<file path="src/rtl/alu_arith_pipe_if.sv">
`timescale 1ns/1ps
// Operand/result handshake bundle for the pipelined arithmetic unit.
// master drives operations and result acceptance; slave is the unit itself.
interface alu_arith_pipe_if #(
  parameter int unsigned WIDTH = 16,
  parameter int unsigned TAG_W = 4
);
  logic             in_valid;
  logic             in_ready;
  logic [2:0]       op;
  logic [WIDTH-1:0] a;
  logic [WIDTH-1:0] b;
  logic             sat_en;
  logic [TAG_W-1:0] tag_in;
  logic             clr_carry;
  logic             out_valid;
  logic             out_ready;
  logic [WIDTH-1:0] result;
  logic             flag_c;
  logic             flag_v;
  logic             flag_z;
  logic             flag_n;
  logic [TAG_W-1:0] tag_out;
  logic             carry_flag;

  modport master (
    output in_valid, op, a, b, sat_en, tag_in, clr_carry, out_ready,
    input  in_ready, out_valid, result, flag_c, flag_v, flag_z, flag_n, tag_out, carry_flag
  );

  modport slave (
    input  in_valid, op, a, b, sat_en, tag_in, clr_carry, out_ready,
    output in_ready, out_valid, result, flag_c, flag_v, flag_z, flag_n, tag_out, carry_flag
  );
endinterface

</file>
<file path="src/rtl/alu_arith_pipe.sv">
`timescale 1ns/1ps
// Two-stage pipelined add/subtract unit with an internal carry flag for
// multi-word chaining, optional signed saturation and valid/ready flow control.
module alu_arith_pipe #(
  parameter int unsigned WIDTH = 16,
  parameter int unsigned LO_W  = WIDTH / 2,
  parameter int unsigned TAG_W = 4
) (
  input  logic            clk,
  input  logic            rst_n,
  alu_arith_pipe_if.slave bus
);
  localparam int unsigned HI_W = WIDTH - LO_W;

  localparam logic [2:0] OP_ADD = 3'd0;
  localparam logic [2:0] OP_SUB = 3'd1;
  localparam logic [2:0] OP_INC = 3'd2;
  localparam logic [2:0] OP_DEC = 3'd3;
  localparam logic [2:0] OP_CMP = 3'd4;
  localparam logic [2:0] OP_ADC = 3'd5;
  localparam logic [2:0] OP_SBC = 3'd6;
  localparam logic [2:0] OP_NEG = 3'd7;

  logic             s1_valid;
  logic             s2_valid;
  logic             ready1;
  logic             ready2;
  logic             fire;
  logic             carry_flag;
  logic             cf_eff;

  logic [WIDTH-1:0] eff_a;
  logic [WIDTH-1:0] bm;
  logic             ci;
  logic [LO_W:0]    lo_sum;
  logic [HI_W:0]    hi_sum0;
  logic [HI_W:0]    hi_sum1;
  logic [WIDTH:0]   sum;

  logic [WIDTH:0]   s1_sum;
  logic             s1_a_msb;
  logic             s1_bm_msb;
  logic             s1_sat;
  logic             s1_cmp;
  logic [TAG_W-1:0] s1_tag;

  logic             s2_v_c;
  logic [WIDTH-1:0] s2_res_c;
  logic             s2_z_c;
  logic             s2_n_c;

  logic [WIDTH-1:0] result;
  logic             flag_c;
  logic             flag_v;
  logic             flag_z;
  logic             flag_n;
  logic [TAG_W-1:0] tag_out;

  assign ready2 = !s2_valid || bus.out_ready;
  assign ready1 = !s1_valid || ready2;
  assign fire   = bus.in_valid && ready1;

  // A clear in the same cycle as an op hides the old carry from that op
  assign cf_eff = carry_flag && !bus.clr_carry;

  // Operand steering: every op reduces to eff_a + bm + ci
  always_comb begin
    eff_a = bus.a;
    bm    = bus.b;
    ci    = 1'b0;
    case (bus.op)
      OP_ADD: ;
      OP_SUB, OP_CMP: begin
        bm = ~bus.b;
        ci = 1'b1;
      end
      OP_INC: begin
        bm = '0;
        ci = 1'b1;
      end
      OP_DEC: bm = '1;
      OP_ADC: ci = cf_eff;
      OP_SBC: begin
        bm = ~bus.b;
        ci = cf_eff;
      end
      OP_NEG: begin
        eff_a = '0;
        bm    = ~bus.a;
        ci    = 1'b1;
      end
      default: ;
    endcase
  end

  // Ripple low half; upper half precomputes both carry-in cases and selects
  always_comb begin
    lo_sum  = {1'b0, eff_a[LO_W-1:0]} + {1'b0, bm[LO_W-1:0]} + (LO_W+1)'(ci);
    hi_sum0 = {1'b0, eff_a[WIDTH-1:LO_W]} + {1'b0, bm[WIDTH-1:LO_W]};
    hi_sum1 = {1'b0, eff_a[WIDTH-1:LO_W]} + {1'b0, bm[WIDTH-1:LO_W]} + (HI_W+1)'(1'b1);
    sum     = lo_sum[LO_W] ? {hi_sum1, lo_sum[LO_W-1:0]} : {hi_sum0, lo_sum[LO_W-1:0]};
  end

  // Flag derivation and saturation from the stage-1 sum
  always_comb begin
    s2_v_c   = (s1_a_msb == s1_bm_msb) && (s1_sum[WIDTH-1] != s1_a_msb);
    s2_res_c = s1_sum[WIDTH-1:0];
    if (s1_sat && s2_v_c) begin
      s2_res_c = s1_sum[WIDTH-1] ? {1'b0, {(WIDTH-1){1'b1}}} : {1'b1, {(WIDTH-1){1'b0}}};
    end
    s2_z_c = (s2_res_c == '0);
    s2_n_c = s2_res_c[WIDTH-1];
    if (s1_cmp) begin
      s2_z_c   = (s1_sum[WIDTH-1:0] == '0);
      s2_n_c   = s1_sum[WIDTH-1];
      s2_res_c = '0;
    end
  end

  // Carry flag register
  always_ff @(posedge clk or negedge rst_n) begin
    if (!rst_n) begin
      carry_flag <= 1'b0;
    end else if (fire) begin
      carry_flag <= sum[WIDTH];
    end else if (bus.clr_carry) begin
      carry_flag <= 1'b0;
    end
  end

  // Stage 1: registered raw sum plus what stage 2 needs for flags
  always_ff @(posedge clk or negedge rst_n) begin
    if (!rst_n) begin
      s1_valid  <= 1'b0;
      s1_sum    <= '0;
      s1_a_msb  <= 1'b0;
      s1_bm_msb <= 1'b0;
      s1_sat    <= 1'b0;
      s1_cmp    <= 1'b0;
      s1_tag    <= '0;
    end else if (ready1) begin
      s1_valid <= bus.in_valid;
      if (fire) begin
        s1_sum    <= sum;
        s1_a_msb  <= eff_a[WIDTH-1];
        s1_bm_msb <= bm[WIDTH-1];
        s1_sat    <= bus.sat_en;
        s1_cmp    <= (bus.op == OP_CMP);
        s1_tag    <= bus.tag_in;
      end
    end
  end

  // Stage 2: output register, held while downstream stalls
  always_ff @(posedge clk or negedge rst_n) begin
    if (!rst_n) begin
      s2_valid <= 1'b0;
      result   <= '0;
      flag_c   <= 1'b0;
      flag_v   <= 1'b0;
      flag_z   <= 1'b0;
      flag_n   <= 1'b0;
      tag_out  <= '0;
    end else if (ready2) begin
      s2_valid <= s1_valid;
      if (s1_valid) begin
        result  <= s2_res_c;
        flag_c  <= s1_sum[WIDTH];
        flag_v  <= s2_v_c;
        flag_z  <= s2_z_c;
        flag_n  <= s2_n_c;
        tag_out <= s1_tag;
      end
    end
  end

  assign bus.in_ready   = ready1;
  assign bus.out_valid  = s2_valid;
  assign bus.result     = result;
  assign bus.flag_c     = flag_c;
  assign bus.flag_v     = flag_v;
  assign bus.flag_z     = flag_z;
  assign bus.flag_n     = flag_n;
  assign bus.tag_out    = tag_out;
  assign bus.carry_flag = carry_flag;
endmodule

</file>
<file path="src/flat_wrapper.sv">
// flat-port wrapper written by rule: the top's interface ports become plain ports
module alu_arith_pipe_flat 
#(
  parameter int unsigned WIDTH = 16,
  parameter int unsigned LO_W  = WIDTH / 2,
  parameter int unsigned TAG_W = 4
)
  (clk, rst_n, bus_in_valid, bus_op, bus_a, bus_b, bus_sat_en, bus_tag_in, bus_clr_carry, bus_out_ready, bus_in_ready, bus_out_valid, bus_result, bus_flag_c, bus_flag_v, bus_flag_z, bus_flag_n, bus_tag_out, bus_carry_flag);
  alu_arith_pipe_if #(.WIDTH(WIDTH), .TAG_W(TAG_W)) bus_i ();
  input  logic clk;
  input  logic rst_n;
  input wire logic [$bits(bus_i.in_valid)-1:0] bus_in_valid;
  input wire logic [$bits(bus_i.op)-1:0] bus_op;
  input wire logic [$bits(bus_i.a)-1:0] bus_a;
  input wire logic [$bits(bus_i.b)-1:0] bus_b;
  input wire logic [$bits(bus_i.sat_en)-1:0] bus_sat_en;
  input wire logic [$bits(bus_i.tag_in)-1:0] bus_tag_in;
  input wire logic [$bits(bus_i.clr_carry)-1:0] bus_clr_carry;
  input wire logic [$bits(bus_i.out_ready)-1:0] bus_out_ready;
  output wire logic [$bits(bus_i.in_ready)-1:0] bus_in_ready;
  output wire logic [$bits(bus_i.out_valid)-1:0] bus_out_valid;
  output wire logic [$bits(bus_i.result)-1:0] bus_result;
  output wire logic [$bits(bus_i.flag_c)-1:0] bus_flag_c;
  output wire logic [$bits(bus_i.flag_v)-1:0] bus_flag_v;
  output wire logic [$bits(bus_i.flag_z)-1:0] bus_flag_z;
  output wire logic [$bits(bus_i.flag_n)-1:0] bus_flag_n;
  output wire logic [$bits(bus_i.tag_out)-1:0] bus_tag_out;
  output wire logic [$bits(bus_i.carry_flag)-1:0] bus_carry_flag;
  assign bus_i.in_valid = bus_in_valid;
  assign bus_i.op = bus_op;
  assign bus_i.a = bus_a;
  assign bus_i.b = bus_b;
  assign bus_i.sat_en = bus_sat_en;
  assign bus_i.tag_in = bus_tag_in;
  assign bus_i.clr_carry = bus_clr_carry;
  assign bus_i.out_ready = bus_out_ready;
  assign bus_in_ready = bus_i.in_ready;
  assign bus_out_valid = bus_i.out_valid;
  assign bus_result = bus_i.result;
  assign bus_flag_c = bus_i.flag_c;
  assign bus_flag_v = bus_i.flag_v;
  assign bus_flag_z = bus_i.flag_z;
  assign bus_flag_n = bus_i.flag_n;
  assign bus_tag_out = bus_i.tag_out;
  assign bus_carry_flag = bus_i.carry_flag;
  alu_arith_pipe #(.WIDTH(WIDTH), .LO_W(LO_W), .TAG_W(TAG_W)) u_core (.clk(clk), .rst_n(rst_n), .bus(bus_i));
endmodule
</file>
<file path="config.mk">
export PLATFORM = sky130hd
export DESIGN_NAME = alu_arith_pipe_flat
export DESIGN_NICKNAME = d
export VERILOG_FILES = /design/src/rtl/alu_arith_pipe_if.sv /design/src/rtl/alu_arith_pipe.sv /design/src/flat_wrapper.sv
export SDC_FILE = /design/constraint.sdc
export NUM_CORES = 1
export LEC_CHECK = 0
export CAP_MARGIN = 10
export CORE_ASPECT_RATIO = 0.75
export CORE_MARGIN = 2
export CORE_UTILIZATION = 56
export CTS_CLUSTER_DIAMETER = 150
export DETAILED_ROUTE_END_ITERATION = 7
export PLACE_DENSITY = 0.86
export SYNTH_ARGS = -nofsm -noshare
export SYNTH_HDL_FRONTEND = slang
export SYNTH_SLANG_ARGS = --single-unit
</file>
<file path="constraint.sdc">
create_clock -name clk -period 6.56 [get_ports clk]
set_clock_uncertainty 0.1 [all_clocks]
set_input_delay 1.968 -clock clk [delete_from_list [all_inputs] [get_ports clk]]
set_output_delay 1.968 -clock clk [all_outputs]
set_load 0.005 [all_outputs]
</file>
==> results, run 1 <==
- The top cell type by total area after synthesis is sky130_fd_sc_hd__dfrtp_1.
- The hold buffer count at CTS is 0.
- Among all cell types in the netlist, the one instantiated most often is sky130_fd_sc_hd__nand2_1.
- STA classifies the critical path startpoint as an input port.
- Of the total power, the share spent switching nets is 0.330.
- The CTS tree is done.
- Of the total synthesized cell area, the portion taken by XOR and XNOR cells is 0.0512.
- The number of synthesis warnings is 0.
- Along the worst path, the maximum fanout reaches 10.
- Counting the fill cells in the layout gives ~500.
- The detailed router finished its first iteration with about 190 violations.
- The data required time at the worst endpoint is 6.64 ns.
- The measured slew at the worst slew-check pin is roughly 1.1 ns.
- The number of H-tree levels is 2.
- The number of antenna violations at the first check in global routing is 0.
- During I/O placement, the number of pins put on the boundary was 72.
- The via total after detailed routing is 3,225.
- Sorting the synthesized cells by area gives the leading types as sky130_fd_sc_hd__dfrtp_1 (36%), sky130_fd_sc_hd__nand2_1 (6.2%), sky130_fd_sc_hd__ha_1 (5.6%), sky130_fd_sc_hd__a21oi_1 (5.3%), sky130_fd_sc_hd__mux2_2 (5.0%).
- The number of enable flip-flop cells after synthesis is 0.
- Of all flip-flops after synthesis, the portion carrying an async set or reset was 1.00.
- The clock passes through at most 2 buffers.
- Dividing the detail-routed wire length by the instance count gives approximately 14 µm.
- The full die area is slightly above 0.007 mm².
- Among the stages of the critical path, the cell type that occurs most often is sky130_fd_sc_hd__mux2i_1.
- Clock latency on the worst-skew pair, taken at its later pin, is ~0.29 ns.
- The number of nets produced by synthesis is between 400 and 500.
- After clock tree synthesis, the repair step resized 0 gates.
- Compared with the post-synthesis result, the final layout area differs by 23.8%.
- The sequential share of power is 0.424.
- The tightest slew margin relative to the limit is 0.281.
- Counting flops and latches in the post-synthesis netlist gives 52.
- The fraction of layout instances using a drive strength above 1 is 0.0983.
- The area taken by flip-flops and latches is ~0.0013 mm².
- The half-perimeter wire length of the detailed placement result is about 6200 µm.
- The count of port buffers added during placement is 71.
- In this run the post-CTS setup repair buffer count came out at 0.
- The part of the total power dissipated in combinational logic is 0.418.
- The total count of hold-check failures in the final report came to 0.
- Summed over all layers, the global routing overflow is 0.
- The buffering stage count on the worst path with inverters included is 3.
- The run finished with clean final reports.
- The first global-routing pass estimated about 13,000 µm of wire.
- The number of rows created at floorplan is 25.
- Across every metal layer, demand over resource in global routing totals 0.240.
- The largest net degree at the start of global routing is 53.
- The internal portion of the total power is 0.750 mW.
- Clock-pin slew was measured on the worst setup and hold paths at ~0.080 ns.
- The part of the total power dissipated in the clock network is 0.158.
- After synthesis the cells add up to approximately 0.0036 mm².
- The simple-gate share of the synthesized area is 0.201.
- STA classifies the critical path endpoint as a flip-flop.
- The max-capacitance violation count is 0.
- Timing would allow up to ~0.18 GHz.
- In this run the horizontal extent of the chip is ~96 µm.
- The footprint of the multi-input gates is ~0.0022 mm².
- The most used flip-flop cell after synthesis is sky130_fd_sc_hd__dfrtp_1.
- Setup violations remaining at the end of the flow were counted as 0.
- The setup path with the least slack is of type input port to flip-flop.
- The final wirelength is between 8000 and 9000 µm.
- The number of different library cells used by synthesis comes to 50.
- The area of the core is about 0.0063 mm².
- By count the netlist is led by sky130_fd_sc_hd__nand2_1 (59), sky130_fd_sc_hd__dfrtp_1 (52), sky130_fd_sc_hd__nor2_1 (44).
- CTS saw 52 sinks.
- Synthesis produced around 420 cells.
- Of the total synthesized cell area, the portion taken by full adders, half adders and majority gates is 0.0725.
- The tree is rooted in a sky130_fd_sc_hd__clkbuf_8.
- The detail route stage leaves a number of antenna-violating nets equal to 0.
- STA puts the critical path data arrival time at between 5 and 6 ns.
- The initial core utilization is 0.574.
- For this run, the slowest stage of the critical path takes roughly 0.54 ns.
- The mux contribution to synthesized area is 0.0585.
- After detailed routing, the number of remaining DRC violations is 0.
- After synthesis, the mean cell area works out to roughly 8.6 µm².
- The final setup TNS is 0 ns.
- The sequential fraction of the synthesis area is 0.362.
- The last weighted congestion value of the routability-driven placer is 0.847.
- The number of global-route vias before repair is around 2,900.
- The clock buffer count from CTS is 5.
- The number of diodes added for antenna fixing is 0.
- Across the VDD grid, the largest voltage drop is ~0.098 mV.
- The portion of the clock cycle consumed by the worst path in the final layout is 0.825.
- Among all stages on the critical path, the largest delay is contributed by sky130_fd_sc_hd__clkdlybuf4s50_1.
- Of the post-synthesis cell area, the dominant cell type holds 0.362.
- The analysis attributes to net switching a power of between 0.3 and 0.4 mW.
- The end-of-flow core utilization is 0.711.
- The critical path goes through clkdlybuf4s50_1, clkinv_1, nor2_1, a221oi_1, mux2i_1, inv_1, fa_1, nand2b_1, a21oi_1, xnor2_1, nand4_1, a211oi_2, mux2i_1, nand2_1.
- Summed over all cells, the static leakage comes to 1.85 nW.
- Before antenna repair, the detailed router went through 5 iterations.
- Setup repair after global routing left no endpoint under its margin.
- Dividing total power by cell area gives a power density of approximately 250 mW/mm².
- The combinational family with the most area after synthesis is compound AO/OA/AOI/OAI gates.
- The number of nets in the layout is 541.
- The category of cells accounting for the largest share of critical-path delay is simple AND/OR/NAND/NOR gates.
- The class of the tightest hold or removal check is flip-flop to flip-flop.
- After detailed routing, the number of vias per cell comes to approximately 5.8.
- The die height is approximately 73 µm.
- The number of max-slew violations in the final report came to 0.
- After layout, the minimum clock period comes to between 5 and 6 ns.
- The fraction of the mapped netlist area in compound gates is 0.219.
[flip-flops by register name, summed over array words and instances, names as in the netlist]
register	flops
u_core.bus.carry_flag	1
u_core.bus.flag_c	1
u_core.bus.flag_n	1
u_core.bus.flag_v	1
u_core.bus.flag_z	1
u_core.bus.out_valid	1
u_core.bus.result	16
u_core.bus.tag_out	4
u_core.s1_a_msb	1
u_core.s1_bm_msb	1
u_core.s1_cmp	1
u_core.s1_sat	1
u_core.s1_sum	17
u_core.s1_tag	4
u_core.s1_valid	1
[logic make-up after synthesis]
group,count (synthesis)
compound gates,120
mux,19
simple gates,153
xor+xnor,21
flops,52
buf+inv,33
fa+ha+maj,19
[tightest hold or removal path: cells and delay by family (launching register included)]
family	cells	cell delay (ns)
flip-flops	1	0.34
AND/OR/NAND/NOR	1	0.05
AO/OA/AOI/OAI	1	0.06
[routing by layer]
metal / up-vias / track usage / wire (µm)
met5: - / 0 / 0
met2: 122 / 0.373 / 3540
met3: 4 / 0.0441 / 512
met4: 0 / 0.0469 / 46
li1: 1600 / - / -
met1: 1499 / 0.354 / 3920
[metrics by stage]
stage / setup WS [ns] / cells / hold WS [ns] / total power, mW / cell area [µm²]
2_1_floorplan: 1.66 / 417 / 0.342 / 0.740 / 3590
3_3_place_gp: 0.962 / 551 / 0.361 / 0.925 / 4360
3_5_place_dp: 0.865 / 551 / 0.369 / 0.948 / 4360
4_1_cts: 1.17 / 559 / 0.388 / 1.13 / 4450
5_1_grt: 0.805 / 559 / 0.414 / 1.21 / 4450
6_report: 1.15 / 559 / 0.382 / 1.12 / 4450
[power groups by stage]
stage	clock network (mW)	registers (mW)	logic [mW]
after floorplan	0	0.469	0.271
after global routing	0.197	0.486	0.526
after global placement	0	0.475	0.450
final	0.177	0.475	0.467
after CTS	0.182	0.474	0.471
after detailed placement	0	0.481	0.467
[worst paths after layout]
kind                       slack (ns)                                end                              start  cells past startpoint
max                              1.15  u_core.bus.carry_flag$_DFFE_PN0P_                          bus_op[2]                     14
min                              0.38  u_core.bus.result[10]$_DFFE_PN0P_  u_core.bus.result[10]$_DFFE_PN0P_                      2
max reg2reg                      3.59  u_core.bus.carry_flag$_DFFE_PN0P_  u_core.bus.carry_flag$_DFFE_PN0P_                     12
min reg2reg                      0.38  u_core.bus.result[10]$_DFFE_PN0P_  u_core.bus.result[10]$_DFFE_PN0P_                      2
max in group asynchronous        3.93      u_core.bus.flag_v$_DFFE_PN0P_                              rst_n                      1
min in group asynchronous        1.77   u_core.bus.result[9]$_DFFE_PN0P_                              rst_n                      1
[cell type report]
cell class / count / share of cell area
multi-input cells: 332 / 0.486
flip-flops and latches: 52 / 0.293
repair buffers: 79 / 0.172
well taps: 81 / 0.0228
clock buffers: 8 / 0.0203
inverters: 7 / 0.00591
[layout by cell type (no fill, tap or decap), types with 3 or more instances in the layout]
master	synthesis	routed
sky130_fd_sc_hd__o21ai_1	4	4
sky130_fd_sc_hd__ha_1	16	16
sky130_fd_sc_hd__buf_4	0	8
sky130_fd_sc_hd__dfrtp_1	52	52
sky130_fd_sc_hd__nand2_1	59	59
sky130_fd_sc_hd__and2_1	16	16
sky130_fd_sc_hd__clkdlybuf4s50_1	0	70
sky130_fd_sc_hd__mux2i_1	3	3
sky130_fd_sc_hd__xnor2_1	12	12
sky130_fd_sc_hd__o21ai_0	30	30
sky130_fd_sc_hd__clkbuf_8	0	6
sky130_fd_sc_hd__a21oi_1	38	38
sky130_fd_sc_hd__fa_1	3	3
sky130_fd_sc_hd__inv_1	6	6
sky130_fd_sc_hd__nand4_1	3	3
sky130_fd_sc_hd__xor2_1	9	9
sky130_fd_sc_hd__a221oi_1	16	16
sky130_fd_sc_hd__mux2_2	16	16
sky130_fd_sc_hd__and3_1	3	3
sky130_fd_sc_hd__a211oi_2	3	3
sky130_fd_sc_hd__nor2_1	44	44
sky130_fd_sc_hd__a211oi_1	15	15
sky130_fd_sc_hd__nand2b_1	6	6
sky130_fd_sc_hd__nor4_1	4	4
(Power assumes the default switching activity.)
==> run 2: changes to the inputs <==
--- a/config.mk
+++ b/config.mk
@@ -8,10 +8,10 @@
 export CAP_MARGIN = 10
 export CORE_ASPECT_RATIO = 0.75
 export CORE_MARGIN = 2
-export CORE_UTILIZATION = 56
+export CORE_UTILIZATION = 47
 export CTS_CLUSTER_DIAMETER = 150
 export DETAILED_ROUTE_END_ITERATION = 7
-export PLACE_DENSITY = 0.86
+export PLACE_DENSITY = 0.77
 export SYNTH_ARGS = -nofsm -noshare
 export SYNTH_HDL_FRONTEND = slang
 export SYNTH_SLANG_ARGS = --single-unit
==> constraint.sdc (replaced) <==
create_clock -name clk -period 4.7 [get_ports clk]
set_clock_uncertainty 0.1 [all_clocks]
set_input_delay 1.41 -clock clk [delete_from_list [all_inputs] [get_ports clk]]
set_output_delay 1.41 -clock clk [all_outputs]
set_load 0.005 [all_outputs]
==> run 2 against run 1 <==
Worst setup slack got worse by 0.89 ns. Die area is 18% higher. Sequential power grew 40%. Wire length rose by 7.7%. Via count is 2.9% higher. Non-clock buffer count is 30 higher. Clock-buffer cell count decreased by 2. Critical path depth rose by 1.
==> results, run 2 (synthesized netlist as in run 1, its figures left out) <==
- The initial core utilization is 0.488 (-0.0864).
- The arrival time at the worst endpoint is 4.52 ns (-0.97 ns).
- Counting flops per register, the top entry is u_core.s1_sum.
- The largest registers in the layout are u_core.s1_sum x17, u_core.bus.result x16.
- Walking the worst path, the cells encountered are clkdlybuf4s50_1, clkinv_1, nor2_1, buf_4, a221oi_1, a21oi_1, fa_2, fa_1, a211oi_2, o21bai_2, o22a_4, nand4_1, buf_4, xnor2_1, o21ai_1.
- The full die area was 0.00836 mm² (+18%).
- The die height is 79.7 µm (+8.7%).
- The number of rows created at floorplan came to 27 (+8.0%).
- The clock buffer count from CTS is 5 (unchanged).
- Relative to the synthesized area, the layout overhead comes to 31.2%.
- The number of top-level design ports is 72 (unchanged).
- The power consumption is 1.62 mW (+45%).
- The die outline width is 105 µm (+8.8%).
- The detailed-routing iteration count for the pre-antenna-repair pass is 4 (-1).
- The total of fill cells in the finished design is 657 (+32%).
- CTS placed an instance of sky130_fd_sc_hd__clkbuf_8 at the clock tree root.
- The top cell types in the final layout, fill and taps aside, are sky130_fd_sc_hd__clkdlybuf4s50_1 (70), sky130_fd_sc_hd__nand2_1 (59), sky130_fd_sc_hd__dfrtp_1 (52), sky130_fd_sc_hd__nor2_1 (44), sky130_fd_sc_hd__a21oi_1 (38).
- The remaining number of nets flagged by the antenna check after routing is 0 (unchanged).
- The total of endpoints with negative setup slack in the final report is 0 (unchanged).
- The final wirelength is 8640 µm (+7.7%).
- The count of port buffers added during placement is 71 (unchanged).
- The total count of hold-check failures in the final report is 0 (unchanged).
- The source-to-sink clock delay at the later pin of the worst-skew pair is 0.30 ns (about the same).
- The clock-pin slew reported for the worst setup and hold paths after clock tree synthesis is 0.10 ns (+0.02 ns).
- The max-capacitance violation count is 0 (unchanged).
- The number of global-route vias before repair is 3,167 (+10%).
- The worst hold slack after final layout is 0.385 ns (+0.00267 ns).
- The number of H-tree levels is 2 (unchanged).
- The wire length of the first global-routing pass is 14,800 µm (+9.9%).
- The remaining global-route overflow was 0 (unchanged).
- The half-perimeter wire length of the detailed placement result is 6820 µm (+9.3%).
- Counting stages on the worst path, the most repeated cell is sky130_fd_sc_hd__buf_4.
- The total clock sinks was 52 (unchanged).
- The number of diodes added for antenna fixing is 0 (unchanged).
- The last weighted congestion value of the routability-driven placer is 0.870 (+2.7%).
- The tightest slew margin relative to the limit was 0.644 (+0.363).
- The power density over the cells is 344 mW/mm² (+37%).
- The post-detailed-route wirelength per cell is 14.2 µm (-1.1%).
- The critical path launch point type is an input port.
- The flow ran to the end, and the final reports show no timing, DRC or antenna violations.
- The detail-routed via count per cell came to 5.45 (-5.6%).
- The largest net degree at the start of global routing came to 53 (unchanged).
- The fraction of layout instances using a drive strength above 1 is 0.156 (+0.0572).
- The post-detailed-route DRC marker count came to 0 (unchanged).
- The category of the critical setup timing path is input port to flip-flop.
- The data required time at the worst endpoint is 4.78 ns (-1.86 ns).
- The placed cell count is 600 (+8.9%).
- The largest fanout on the critical path is 7 (-3).
- The maximum clock frequency is 0.225 GHz.
- The measured slew at the worst slew-check pin is 0.532 ns (-0.546 ns).
- The leakage power of the design came to 2.00 nW (+8.1%).
- The via total after detailed routing is 3,317 (+2.9%).
- The number of antenna violations at the first check in global routing came to 0 (unchanged).
- The most common cell after layout, fill and taps aside is sky130_fd_sc_hd__clkdlybuf4s50_1.
- The hold buffer count at CTS was 0 (unchanged).
- The class of the tightest hold or removal check is flip-flop to flip-flop.
- The area of the core came to 0.00736 mm² (+18%).
- The maximum buffer depth of the clock tree came to 2 (unchanged).
- The number of nets in the layout was 571 (+5.5%).
- The number of max-slew violations in the final report is 0 (unchanged).
- Dividing the final minimum period by the clock period gives 0.945.
- The first-iteration detailed-routing DRC count came to 191 (+1.6%).
- The critical path's largest stage delay came to 0.46 ns (-0.08 ns).
- The maximum VDD drop is 0.161 mV (+64%).
- The post-route minimum period is 4.44 ns.
- TritonCTS built the clock tree.
- The highest-delay cell along the critical path is sky130_fd_sc_hd__clkdlybuf4s50_1.
- The end-of-flow core utilization is 0.640 (-0.0709).
- The total routing usage reported by global routing is 0.215 (-0.0251).
- The final instance count without filler cells was 609 (+8.9%).
- Setup repair after global routing left no endpoint under its margin.
- The number of flip-flops under the largest register name is 17 (unchanged).
- The worst setup path is captured at a flip-flop.
## run 2: what timing repair did
item / 4_1_cts / 5_1_grt
resized for setup: 0 / 2
setup endpoints to repair: 0 / 2
buffers inserted: 0 / 0
## run 2: final cells by class
class                   instances  area [µm²]  area share
clock buffers                   6        72.6      0.0154
clock inverters                 2        13.8     0.00292
inverters                       7        26.3     0.00558
multi-input cells             332        2160       0.459
flip-flops and latches         52        1300       0.276
well taps                     101         126      0.0268
repair buffers                109        1010       0.214
## run 2: metal layers
| layer | share of wire | GRT usage | wire (µm) | vias up |
|---|---|---|---|---|
| li1 | - | - | - | 1661 |
| met4 | 0.016 | 0.0533 | 142 | 0 |
| met1 | 0.49 | 0.316 | 4200 | 1544 |
| met2 | 0.44 | 0.332 | 3840 | 98 |
| met3 | 0.054 | 0.0327 | 466 | 14 |
| met5 | 0 | 0 | 0 | - |
## run 2: path summary, 6_finish.rpt
kind                                                    from                           endpoint  slack, ns  cells after the start
max                                                bus_op[2]      u_core.s1_sum[14]$_DFFE_PN0P_       0.26                     15
min                        u_core.bus.result[14]$_DFFE_PN0P_  u_core.bus.result[14]$_DFFE_PN0P_       0.39                      2
max reg2reg                u_core.bus.carry_flag$_DFFE_PN0P_      u_core.s1_sum[14]$_DFFE_PN0P_       1.88                     12
min reg2reg                u_core.bus.result[14]$_DFFE_PN0P_  u_core.bus.result[14]$_DFFE_PN0P_       0.39                      2
max in group asynchronous                              rst_n       u_core.s1_sum[6]$_DFFE_PN0P_       3.13                      2
min in group asynchronous                              rst_n       u_core.s1_tag[2]$_DFFE_PN0P_       0.87                      1
## run 2: worst max-delay path: cells and delay by family
kind	cells	cell delay (ns)
compound gates	6	1.13
buf+inv	4	0.83
xor+xnor	1	0.11
simple gates	2	0.18
fa+ha+maj	2	0.86
## run 2: metrics by stage
stage	worst slack (ns)	instance area, µm²	setup TNS [ns]
5_1_grt	0.0419	4710	0
2_1_floorplan	0.354	3590	0
3_3_place_gp	0.0442	4600	0
3_5_place_dp	-0.149	4600	-0.949
6_report	0.258	4710	0
4_1_cts	0.176	4680	0
## run 2: where the power goes
group          internal [mW]  switching (mW)
combinational          0.391           0.311
clock                  0.106           0.148
sequential             0.575          0.0900
